`src/rtl/pipeline_stall_ctrl_if.sv`:
```
// Datapath/cache/DMA signal bundle for the pipeline stall controller.
// The bench drives the master side; the controller takes the slave side.
interface pipeline_stall_ctrl_if #(
  parameter int REG_ADDR_W = 2,
  parameter int CNT_W      = 16
);
  logic [REG_ADDR_W-1:0] rs_addr, rt_addr, destEX, destM, destWB;
  logic                  use_rs, use_rt, is_halt_ID, is_load_EX;
  logic                  RegWrite_EX, RegWrite_M, RegWrite_WB;
  logic                  i_cache_hit, d_cache_hit, i_ready, d_ready;
  logic                  BR, clr_stats;
  logic                  BG, PCWrite, IDWrite, EXWrite, MWrite, WBWrite;
  logic                  flush_EX, both_access;
  logic [1:0]            forwardSrcA, forwardSrcB;
  logic [CNT_W-1:0]      stall_cycles;

  modport master (
    output rs_addr, rt_addr, destEX, destM, destWB, use_rs, use_rt, is_halt_ID, is_load_EX,
           RegWrite_EX, RegWrite_M, RegWrite_WB, i_cache_hit, d_cache_hit, i_ready, d_ready,
           BR, clr_stats,
    input  BG, PCWrite, IDWrite, EXWrite, MWrite, WBWrite, flush_EX, both_access,
           forwardSrcA, forwardSrcB, stall_cycles
  );

  modport slave (
    input  rs_addr, rt_addr, destEX, destM, destWB, use_rs, use_rt, is_halt_ID, is_load_EX,
           RegWrite_EX, RegWrite_M, RegWrite_WB, i_cache_hit, d_cache_hit, i_ready, d_ready,
           BR, clr_stats,
    output BG, PCWrite, IDWrite, EXWrite, MWrite, WBWrite, flush_EX, both_access,
           forwardSrcA, forwardSrcB, stall_cycles
  );
endinterface

```
`src/rtl/pipeline_stall_ctrl.sv`:
```
// Hazard/stall controller for the 5-stage CPU: latch enables, ID/EX bubbles,
// forwarding selects, I/D refill sequencing and the DMA BR/BG bus grant.
module pipeline_stall_ctrl #(
  parameter int REG_ADDR_W     = 2,
  parameter int LOAD_USE_STALL = 1,
  parameter int CNT_W          = 16
) (
  input logic                  clk,
  input logic                  reset_n,
  pipeline_stall_ctrl_if.slave bus
);

  localparam logic [2:0] S_IDLE     = 3'd0;
  localparam logic [2:0] S_ACCESS_I = 3'd1;
  localparam logic [2:0] S_ACCESS_D = 3'd2;
  localparam logic [2:0] S_BOTH     = 3'd3;
  localparam logic [2:0] S_LSTALL   = 3'd4;
  localparam logic [2:0] S_GRANT    = 3'd5;

  // Enable vectors ordered {PC, ID, EX, M, WB}.
  localparam logic [4:0] EN_RUN  = 5'b11111;
  localparam logic [4:0] EN_BUB  = 5'b00111;
  localparam logic [4:0] EN_HOLD = 5'b00000;

  localparam logic [3:0]       CNT_INIT = 4'(LOAD_USE_STALL - 1);
  localparam logic [CNT_W-1:0] STAT_ONE = {{(CNT_W-1){1'b0}}, 1'b1};

  logic [2:0]       state_q, state_d;
  logic [3:0]       cnt_q, cnt_d;
  logic             i_done_q, i_done_d, d_done_q, d_done_d;
  logic             bg_q;
  logic [CNT_W-1:0] stall_q, stall_d;

  logic [4:0]       en_c, en_o;
  logic             flush_c, both_c, hazard;

  logic [REG_ADDR_W-1:0] src_addr [2];
  logic                  src_use  [2];
  logic [1:0]            fwd_sel  [2];
  logic [1:0]            ex_match;

  assign src_addr[0] = bus.rs_addr;
  assign src_addr[1] = bus.rt_addr;
  assign src_use[0]  = bus.use_rs;
  assign src_use[1]  = bus.use_rt;

  // Youngest producer wins: EX over MEM over WB.
  for (genvar gi = 0; gi < 2; gi++) begin : g_fwd
    logic hit_ex, hit_m, hit_wb;
    assign hit_ex       = src_use[gi] & bus.RegWrite_EX & (src_addr[gi] == bus.destEX);
    assign hit_m        = src_use[gi] & bus.RegWrite_M  & (src_addr[gi] == bus.destM);
    assign hit_wb       = src_use[gi] & bus.RegWrite_WB & (src_addr[gi] == bus.destWB);
    assign fwd_sel[gi]  = hit_ex ? 2'd1 : hit_m ? 2'd2 : hit_wb ? 2'd3 : 2'd0;
    assign ex_match[gi] = hit_ex;
  end

  assign hazard = bus.is_load_EX & (|ex_match);

  always_comb begin
    state_d  = state_q;
    cnt_d    = cnt_q;
    i_done_d = i_done_q;
    d_done_d = d_done_q;
    en_c     = EN_RUN;
    flush_c  = 1'b0;
    both_c   = 1'b0;
    case (state_q)
      S_IDLE: begin
        if (bus.BR && bus.i_cache_hit && bus.d_cache_hit) begin
          state_d = S_GRANT;
          en_c    = EN_HOLD;
        end else if (!bus.d_cache_hit) begin
          state_d = bus.i_cache_hit ? S_ACCESS_D : S_BOTH;
          en_c    = EN_HOLD;
        end else if (!bus.i_cache_hit) begin
          state_d = S_ACCESS_I;
          en_c    = EN_BUB;
          flush_c = 1'b1;
        end else if (hazard) begin
          en_c    = EN_BUB;
          flush_c = 1'b1;
          if (LOAD_USE_STALL > 1) begin
            state_d = S_LSTALL;
            cnt_d   = CNT_INIT;
          end
        end else if (bus.is_halt_ID) begin
          en_c = EN_BUB;
        end
      end
      S_ACCESS_I: begin
        if (!bus.d_cache_hit) begin
          state_d  = S_BOTH;
          en_c     = EN_HOLD;
          i_done_d = 1'b1;
        end else if (bus.i_ready) begin
          state_d = S_IDLE;
        end else begin
          en_c    = EN_BUB;
          flush_c = 1'b1;
        end
      end
      S_ACCESS_D: begin
        en_c = EN_HOLD;
        if (!bus.i_cache_hit) begin
          state_d  = S_BOTH;
          d_done_d = 1'b1;
        end else if (bus.d_ready) begin
          state_d = S_IDLE;
          en_c    = EN_RUN;
        end
      end
      S_BOTH: begin
        // A ready pulse in the exit cycle counts as if it had already been latched.
        if ((i_done_q | bus.i_ready) && (d_done_q | bus.d_ready)) begin
          state_d  = S_IDLE;
          i_done_d = 1'b0;
          d_done_d = 1'b0;
        end else begin
          en_c     = EN_HOLD;
          both_c   = 1'b1;
          i_done_d = i_done_q | bus.i_ready;
          d_done_d = d_done_q | bus.d_ready;
        end
      end
      S_LSTALL: begin
        en_c    = EN_BUB;
        flush_c = 1'b1;
        cnt_d   = cnt_q - 4'd1;
        if (cnt_q == 4'd1) state_d = S_IDLE;
      end
      S_GRANT: begin
        en_c = EN_HOLD;
        if (!bus.BR) state_d = S_IDLE;
      end
      default: state_d = S_IDLE;
    endcase
  end

  // Reset forces the pipeline to free-run so the datapath can flush itself.
  assign en_o = reset_n ? en_c : EN_RUN;

  always_comb begin
    stall_d = stall_q;
    if (bus.clr_stats) stall_d = '0;
    else if (!en_o[4] && (stall_q != {CNT_W{1'b1}})) stall_d = stall_q + STAT_ONE;
  end

  always_ff @(posedge clk or negedge reset_n) begin
    if (!reset_n) begin
      state_q  <= S_IDLE;
      cnt_q    <= 4'd0;
      i_done_q <= 1'b0;
      d_done_q <= 1'b0;
      bg_q     <= 1'b0;
      stall_q  <= '0;
    end else begin
      state_q  <= state_d;
      cnt_q    <= cnt_d;
      i_done_q <= i_done_d;
      d_done_q <= d_done_d;
      bg_q     <= (state_d == S_GRANT);
      stall_q  <= stall_d;
    end
  end

  // BG falls in the same cycle BR is withdrawn; its rise waits for the grant state.
  assign bus.BG           = bg_q & bus.BR;
  assign bus.PCWrite      = en_o[4];
  assign bus.IDWrite      = en_o[3];
  assign bus.EXWrite      = en_o[2];
  assign bus.MWrite       = en_o[1];
  assign bus.WBWrite      = en_o[0];
  assign bus.flush_EX     = reset_n & flush_c;
  assign bus.both_access  = both_c;
  assign bus.forwardSrcA  = fwd_sel[0];
  assign bus.forwardSrcB  = fwd_sel[1];
  assign bus.stall_cycles = stall_q;

endmodule

```
`src/flat_wrapper.sv`:
```
// flat-port wrapper written by rule: the top's interface ports become plain ports
module pipeline_stall_ctrl_flat 
#(
  parameter int REG_ADDR_W     = 2,
  parameter int LOAD_USE_STALL = 1,
  parameter int CNT_W          = 16
)
  (clk, reset_n, bus_rs_addr, bus_rt_addr, bus_destEX, bus_destM, bus_destWB, bus_use_rs, bus_use_rt, bus_is_halt_ID, bus_is_load_EX, bus_RegWrite_EX, bus_RegWrite_M, bus_RegWrite_WB, bus_i_cache_hit, bus_d_cache_hit, bus_i_ready, bus_d_ready, bus_BR, bus_clr_stats, bus_BG, bus_PCWrite, bus_IDWrite, bus_EXWrite, bus_MWrite, bus_WBWrite, bus_flush_EX, bus_both_access, bus_forwardSrcA, bus_forwardSrcB, bus_stall_cycles);
  pipeline_stall_ctrl_if #(.REG_ADDR_W(REG_ADDR_W), .CNT_W(CNT_W)) bus_i ();
  input logic clk;
  input logic reset_n;
  input wire logic [$bits(bus_i.rs_addr)-1:0] bus_rs_addr;
  input wire logic [$bits(bus_i.rt_addr)-1:0] bus_rt_addr;
  input wire logic [$bits(bus_i.destEX)-1:0] bus_destEX;
  input wire logic [$bits(bus_i.destM)-1:0] bus_destM;
  input wire logic [$bits(bus_i.destWB)-1:0] bus_destWB;
  input wire logic [$bits(bus_i.use_rs)-1:0] bus_use_rs;
  input wire logic [$bits(bus_i.use_rt)-1:0] bus_use_rt;
  input wire logic [$bits(bus_i.is_halt_ID)-1:0] bus_is_halt_ID;
  input wire logic [$bits(bus_i.is_load_EX)-1:0] bus_is_load_EX;
  input wire logic [$bits(bus_i.RegWrite_EX)-1:0] bus_RegWrite_EX;
  input wire logic [$bits(bus_i.RegWrite_M)-1:0] bus_RegWrite_M;
  input wire logic [$bits(bus_i.RegWrite_WB)-1:0] bus_RegWrite_WB;
  input wire logic [$bits(bus_i.i_cache_hit)-1:0] bus_i_cache_hit;
  input wire logic [$bits(bus_i.d_cache_hit)-1:0] bus_d_cache_hit;
  input wire logic [$bits(bus_i.i_ready)-1:0] bus_i_ready;
  input wire logic [$bits(bus_i.d_ready)-1:0] bus_d_ready;
  input wire logic [$bits(bus_i.BR)-1:0] bus_BR;
  input wire logic [$bits(bus_i.clr_stats)-1:0] bus_clr_stats;
  output wire logic [$bits(bus_i.BG)-1:0] bus_BG;
  output wire logic [$bits(bus_i.PCWrite)-1:0] bus_PCWrite;
  output wire logic [$bits(bus_i.IDWrite)-1:0] bus_IDWrite;
  output wire logic [$bits(bus_i.EXWrite)-1:0] bus_EXWrite;
  output wire logic [$bits(bus_i.MWrite)-1:0] bus_MWrite;
  output wire logic [$bits(bus_i.WBWrite)-1:0] bus_WBWrite;
  output wire logic [$bits(bus_i.flush_EX)-1:0] bus_flush_EX;
  output wire logic [$bits(bus_i.both_access)-1:0] bus_both_access;
  output wire logic [$bits(bus_i.forwardSrcA)-1:0] bus_forwardSrcA;
  output wire logic [$bits(bus_i.forwardSrcB)-1:0] bus_forwardSrcB;
  output wire logic [$bits(bus_i.stall_cycles)-1:0] bus_stall_cycles;
  assign bus_i.rs_addr = bus_rs_addr;
  assign bus_i.rt_addr = bus_rt_addr;
  assign bus_i.destEX = bus_destEX;
  assign bus_i.destM = bus_destM;
  assign bus_i.destWB = bus_destWB;
  assign bus_i.use_rs = bus_use_rs;
  assign bus_i.use_rt = bus_use_rt;
  assign bus_i.is_halt_ID = bus_is_halt_ID;
  assign bus_i.is_load_EX = bus_is_load_EX;
  assign bus_i.RegWrite_EX = bus_RegWrite_EX;
  assign bus_i.RegWrite_M = bus_RegWrite_M;
  assign bus_i.RegWrite_WB = bus_RegWrite_WB;
  assign bus_i.i_cache_hit = bus_i_cache_hit;
  assign bus_i.d_cache_hit = bus_d_cache_hit;
  assign bus_i.i_ready = bus_i_ready;
  assign bus_i.d_ready = bus_d_ready;
  assign bus_i.BR = bus_BR;
  assign bus_i.clr_stats = bus_clr_stats;
  assign bus_BG = bus_i.BG;
  assign bus_PCWrite = bus_i.PCWrite;
  assign bus_IDWrite = bus_i.IDWrite;
  assign bus_EXWrite = bus_i.EXWrite;
  assign bus_MWrite = bus_i.MWrite;
  assign bus_WBWrite = bus_i.WBWrite;
  assign bus_flush_EX = bus_i.flush_EX;
  assign bus_both_access = bus_i.both_access;
  assign bus_forwardSrcA = bus_i.forwardSrcA;
  assign bus_forwardSrcB = bus_i.forwardSrcB;
  assign bus_stall_cycles = bus_i.stall_cycles;
  pipeline_stall_ctrl #(.REG_ADDR_W(REG_ADDR_W), .LOAD_USE_STALL(LOAD_USE_STALL), .CNT_W(CNT_W)) u_core (.clk(clk), .reset_n(reset_n), .bus(bus_i));
endmodule
```
`config.mk`:
```
export PLATFORM = sky130hd
export DESIGN_NAME = pipeline_stall_ctrl_flat
export DESIGN_NICKNAME = d
export VERILOG_FILES = /design/src/rtl/pipeline_stall_ctrl_if.sv /design/src/rtl/pipeline_stall_ctrl.sv /design/src/flat_wrapper.sv
export SDC_FILE = /design/constraint.sdc
export NUM_CORES = 1
export LEC_CHECK = 0
export CORE_AREA = 2 2 82 84
export DETAILED_ROUTE_END_ITERATION = 8
export DIE_AREA = 0 0 84 86
export PLACE_DENSITY_LB_ADDON = 0.2
export SLEW_MARGIN = 25
export SYNTH_ARGS = -nofsm -noshare
export SYNTH_HDL_FRONTEND = slang
export SYNTH_SLANG_ARGS = --single-unit
```
`constraint.sdc`:
```
create_clock -name clk -period 2.3 [get_ports clk]
set_clock_uncertainty 0.2 [all_clocks]
set_input_delay 0.23 -clock clk [delete_from_list [all_inputs] [get_ports clk]]
set_output_delay 0.23 -clock clk [all_outputs]
set_load 0.03 [all_outputs]
```
---- Word-level counts from Yosys, hierarchy flattened ----
Index checks and enable logic that the tools add are counted.
W data, S select, Z words.
word-level totals
  word-level logic and storage cells ...... 100
  bits in registers ....................... 26
  output and inout port bits .............. 28
operators by class
  reductions and logical operators ........ 12
  bitwise gates (word level) .............. 17
  muxes and demuxes ....................... 47
  $add $sub $neg .......................... 2
  equal/unequal tests ..................... 16
operators with widths
  kind                     number
  $mux W5                  11
  $mux W16                 2
  $mux W3                  10
  $pmux W5 S6              1
  $pmux W3 S6              1
  $add A16 B1 Y16 const B  1
  $ne A16 B16 Y1 const B   1
  $and A1 B1 Y1            15
  $mux W1                  13
  $eq A2 B2 Y1             6
  $mux W2                  6
  $eq A3 B3 Y1 const B     3
  $eq A3 B2 Y1 const B     2
  $reduce_bool A2 Y1       3
  $eq A4 B1 Y1 const B     1
  $logic_and A1 B1 Y1      4
  $ne A2 B2 Y1 const B     2
  $pmux W1 S2              2
  $reduce_and A2 Y1        2
  $sub A4 B1 Y4 const B    1
  $eq A3 B1 Y1 const B     1
  $logic_not A3 Y1         1
  $pmux W1 S3              1
  $or A1 B1 Y1             2
  2 further kinds          2

---- Logic depth before layout (Yosys ltp) ----
  word-level depth ........................ 14
  gate-level depth with buffers ........... 7
  gate-level depth less buffers ........... 6

---- Least setup slack after synthesis ----
Ideal clock, no wire load.
  path kind ............................... register to register
  from .................................... register u_core.stall_q[0], in the netlist u_core.bus.stall_cycles[0]
  to ...................................... register u_core.stall_q[0], in the netlist u_core.bus.stall_cycles[0]
  buffers on the path ..................... 1
  path slack .............................. 0.079 ns
  arrival time ............................ 1.897 ns
  setup time .............................. 0.125 ns
  cell stages (with the launch flop) ...... 8
  period minus slack after synthesis ...... 2.221 ns
  cells stage by stage .................... dfrtp_1 ha_1 and3_1 nand3_1 nor2_1 buf_4 nor3_1 mux2_2
between the ends
  longest elaborated chain between the ends .. 3
RTL lines
  item                                               RTL line                    RTL
  start, declared                                    pipeline_stall_ctrl.sv:32   logic [CNT_W-1:0] stall_q, stall_d;
  start signal, assigned                             pipeline_stall_ctrl.sv:162  stall_q <= stall_d;
  $add A16 B1 Y16 or $ne A16 B16 Y1 (tied branches)  pipeline_stall_ctrl.sv:145  else if (!en_o[4] && (stall_q != {CNT_W{1'b1}})) stall_d = stall_q + STAT_ONE;
  $mux W16 or $logic_and A1 B1 Y1 (tied branches)    pipeline_stall_ctrl.sv:145
  $mux W16 or $reduce_bool A2 Y1 (tied branches)     --
Parallel ways exist; a longest one is shown, timed or not. The select of a mux whose other input is x is not followed.
A chain may end at the register's enable or synchronous reset.

---- Final worst setup path ----
  from .................................... input port bus_rs_addr[0]
  to ...................................... output port bus_flush_EX
between the ends
  longest elaborated chain between the ends .. 10
RTL lines
  item              RTL line                    RTL
  start, declared   flat_wrapper.sv:12          input wire logic [$bits(bus_i.rs_addr)-1:0] bus_rs_addr;
  $eq A2 B2 Y1      pipeline_stall_ctrl.sv:50   assign hit_ex = src_use[gi] & bus.RegWrite_EX & (src_addr[gi] == bus.destEX);
  $and A1 B1 Y1     pipeline_stall_ctrl.sv:50
  $reduce_or A2 Y1  pipeline_stall_ctrl.sv:57   assign hazard = bus.is_load_EX & (|ex_match);
  $and A1 B1 Y1     pipeline_stall_ctrl.sv:57
  $mux W1           pipeline_stall_ctrl.sv:79   end else if (hazard) begin
  $mux W1           pipeline_stall_ctrl.sv:75   end else if (!bus.i_cache_hit) begin
  $mux W1           pipeline_stall_ctrl.sv:72   end else if (!bus.d_cache_hit) begin
  $mux W1           pipeline_stall_ctrl.sv:69   if (bus.BR && bus.i_cache_hit && bus.d_cache_hit) begin
  $pmux W1 S3       pipeline_stall_ctrl.sv:67   case (state_q)
  $and A1 B1 Y1     pipeline_stall_ctrl.sv:173  assign bus.flush_EX = reset_n & flush_c;
  end, declared     flat_wrapper.sv:36          output wire logic [$bits(bus_i.flush_EX)-1:0] bus_flush_EX;
Every way passes these cells.

==> metrics.txt <==
hold buffers post-CTS 0; Rel. slew slack between 60% and 70%; post-route setup TNS 0 ns; ys flop type dfrtp_1; Skew-Pair Late Insertion Delay around 0.27 ns; status complete, no violations; RSZ-0062 raised after global routing true; Layout area overhead 50.3%; Hold WS 0.285 ns; worst-path fanout max 2; pwr dens roughly 630 nW/um^2; Final nets 321; Antenna Nets Post-Route 0; final hold violation count 0; ys async rst share between 90% and 100%; GRT overflow 0; CTS root buf clkbuf_8; EDFF count, synth 0; critical path class in2out; Ports 53; DR vias 1,812; Final Setup Violations 0; dpl ws -0.447 ns; Worst Tran Pin Value slightly below 0.5 ns; Die H 86 um; TritonRoute pass-1 iters 5; synth warn 0; syn nets between 200 and 250; cts bufs inserted 3; chip width roughly 84 um; Mapped Avg Cell Area 9.45 um^2; # diodes 0; CTS Sinks 26; total of max-cap violations 0; GRT Overall Usage approximately 14%; Finished Cell Area 2960 um^2; Crit. End Element output pin; port bufs 52; Seq/Total Area, Yosys between 30 and 40%; Leakage approximately 1.2 nW; required time at the worst-slack endpoint about 1.9 ns; Core ar. between 6000 and 7000 um^2; layout cells sized above 1 roughly 29%; DIE AREA ~7200 um^2; Hold WC Path Type reg2reg; crit path time final between 2 and 2.5 ns; FF+latch count, synth 26; Rows 29; synthesized cell area ~2000 um^2; DR vias/cell ~4.9; VDD IR max about 0.54 mV; CTS tree done; Synth cell types 47; DRC 0; crit start category input pin; PnR worst setup slack 0.0547 ns; routed len/inst approximately 14 um; placed inst area approximately 2800 um^2; final worst-path cycle share just under 100%; Fmax achieved 445 MHz; CTS HTree Levels 1; Initial Util around 31%; Tot Pwr roughly 0.0019 W; initial DRC count ~80; Slew Limit Fails 0; Gate Count Post-Synth between 200 and 250; GP Congestion a little over 0.8; maximum number of pins on one net before global-route repair 32; Longest Clk Path Bufs 2; Worst-path clk slew around 0.1 ns; antenna violations before repair 0; Routed WL ~5000 um; vias in the first global route 1,743; Post-DP HPWL 3840 um; first-pass GRT wire length around 8200 um; Critical Path AT roughly 1.8 ns
[layout by cell type (no fill, tap or decap), types with 3 or more instances in the layout]
master | netlist | final
buf_4 | 5 | 46
clkdlybuf4s50_1 | 0 | 40
dfrtp_1 | 26 | 24
nor2_1 | 19 | 19
nor2b_1 | 18 | 18
xnor2_1 | 11 | 11
nand2_1 | 10 | 10
nand3_1 | 9 | 9
a21oi_1 | 7 | 7
mux2_1 | 8 | 7
and3_1 | 6 | 6
nand4_1 | 6 | 6
nand2b_1 | 6 | 6
mux2_2 | 6 | 6
inv_1 | 5 | 5
o21ai_0 | 5 | 5
nor4_4 | 1 | 5
xor2_1 | 4 | 4
nor4_2 | 7 | 4
clkbuf_8 | 0 | 4
a21o_1 | 3 | 3
nor3_2 | 0 | 3
nor4b_2 | 2 | 3
nor4b_4 | 0 | 3
ha_1 | 3 | 3
buf_2 | 1 | 3
[worst paths after layout]
path / from / to / slack [ns] / cells past startpoint
max: bus_rs_addr[0] / bus_flush_EX / 0.05 / 7
min: u_core.cnt_q[3]$_DFFE_PN0P_ / u_core.cnt_q[3]$_DFFE_PN0P_ / 0.28 / 1
max reg2reg: u_core.state_q[0]$_DFF_PN0_ / u_core.bus.stall_cycles[5]$_DFFE_PN0P_ / 0.13 / 6
min reg2reg: u_core.cnt_q[3]$_DFFE_PN0P_ / u_core.cnt_q[3]$_DFFE_PN0P_ / 0.28 / 1
max in group asynchronous: reset_n / u_core.state_q[2]$_DFF_PN0_ / 1.28 / 3
min in group asynchronous: reset_n / u_core.state_q[1]$_DFF_PN0_ / 0.33 / 3
[flip-flops by register name, indices dropped and copies added, names as in the netlist]
register                 count
u_core.bg_q                  1
u_core.i_done_q              1
u_core.cnt_q                 4
u_core.d_done_q              1
u_core.state_q               3
u_core.bus.stall_cycles     16
[stage by stage]
stage,std cells,utilization [%]
floorplan,208,-
global route,369,47.1
detailed placement,363,44.2
finish,369,47.1
CTS,367,45.4
global placement,363,44.2
[cells in the mapped netlist (all sizes together) (7+ instances only)]
cell | number | share of area [%]
nand3 | 9 | 2.3
nand2 | 10 | 1.9
nor2b | 19 | 6.4
dfrtp | 26 | 33
buf | 8 | 3.3
nor4 | 9 | 5.9
nand4 | 7 | 3.0
a21oi | 7 | 1.8
xnor2 | 11 | 4.9
mux2 | 14 | 8.0
nor2 | 19 | 3.6
[power by group]
| group | leakage, nW | total [W] | internal (W) | switching, W |
|---|---|---|---|---|
| Sequential | 0.347 | 0.000611 | 0.000536 | 0.0000752 |
| Clock | 0.0288 | 0.000306 | 0.000153 | 0.000153 |
| Combinational | 0.870 | 0.000941 | 0.000447 | 0.000494 |
| Total | 1.25 | 0.00186 | 0.00114 | 0.000722 |
[critical path, cell delays in order]
cell and delay (ns):
clkdlybuf4s50_1 0.53, xor2_1 0.27, nor3_2 0.10, o21ai_0 0.18
a21boi_0 0.10, o2111a_1 0.24, buf_4 0.17
[area by class of cell]
class / instances / area [um^2]
clock buffer: 4 / 55.1
tap: 77 / 96.3
sequential: 26 / 653
multi-input combinational: 165 / 1330
timing repair buffer: 92 / 802
fill: 637 / 3320
inverter: 5 / 18.8
[repair_timing]
item	in CTS	in global routing
resized for setup	24	29
pin swaps	1	3
setup endpoints to repair	12	22
setup buffers	0	2
[per-layer routing]
metal / track usage (%) / wire [um] / vias to the layer above
met5: 0 / 0 / -
met1: 18.6 / 2390 / 871
met2: 23.6 / 2430 / 28
met3: 2.69 / 139 / 4
li1: - / - / 909
met4: 3.23 / 49 / 0
[cells by family (layout without fill, tap and decap cells)]
logic type	after synthesis	in the layout	synth area share (%)
compound gates	26	26	8.98
mux	15	15	8.53
xor+xnor	15	15	6.68
simple gates	106	106	35.8
flops	26	26	33.1
buf+inv	17	101	5.03
fa+ha+maj	3	3	1.91
No activity file was read; power rests on OpenSTA's default activity.
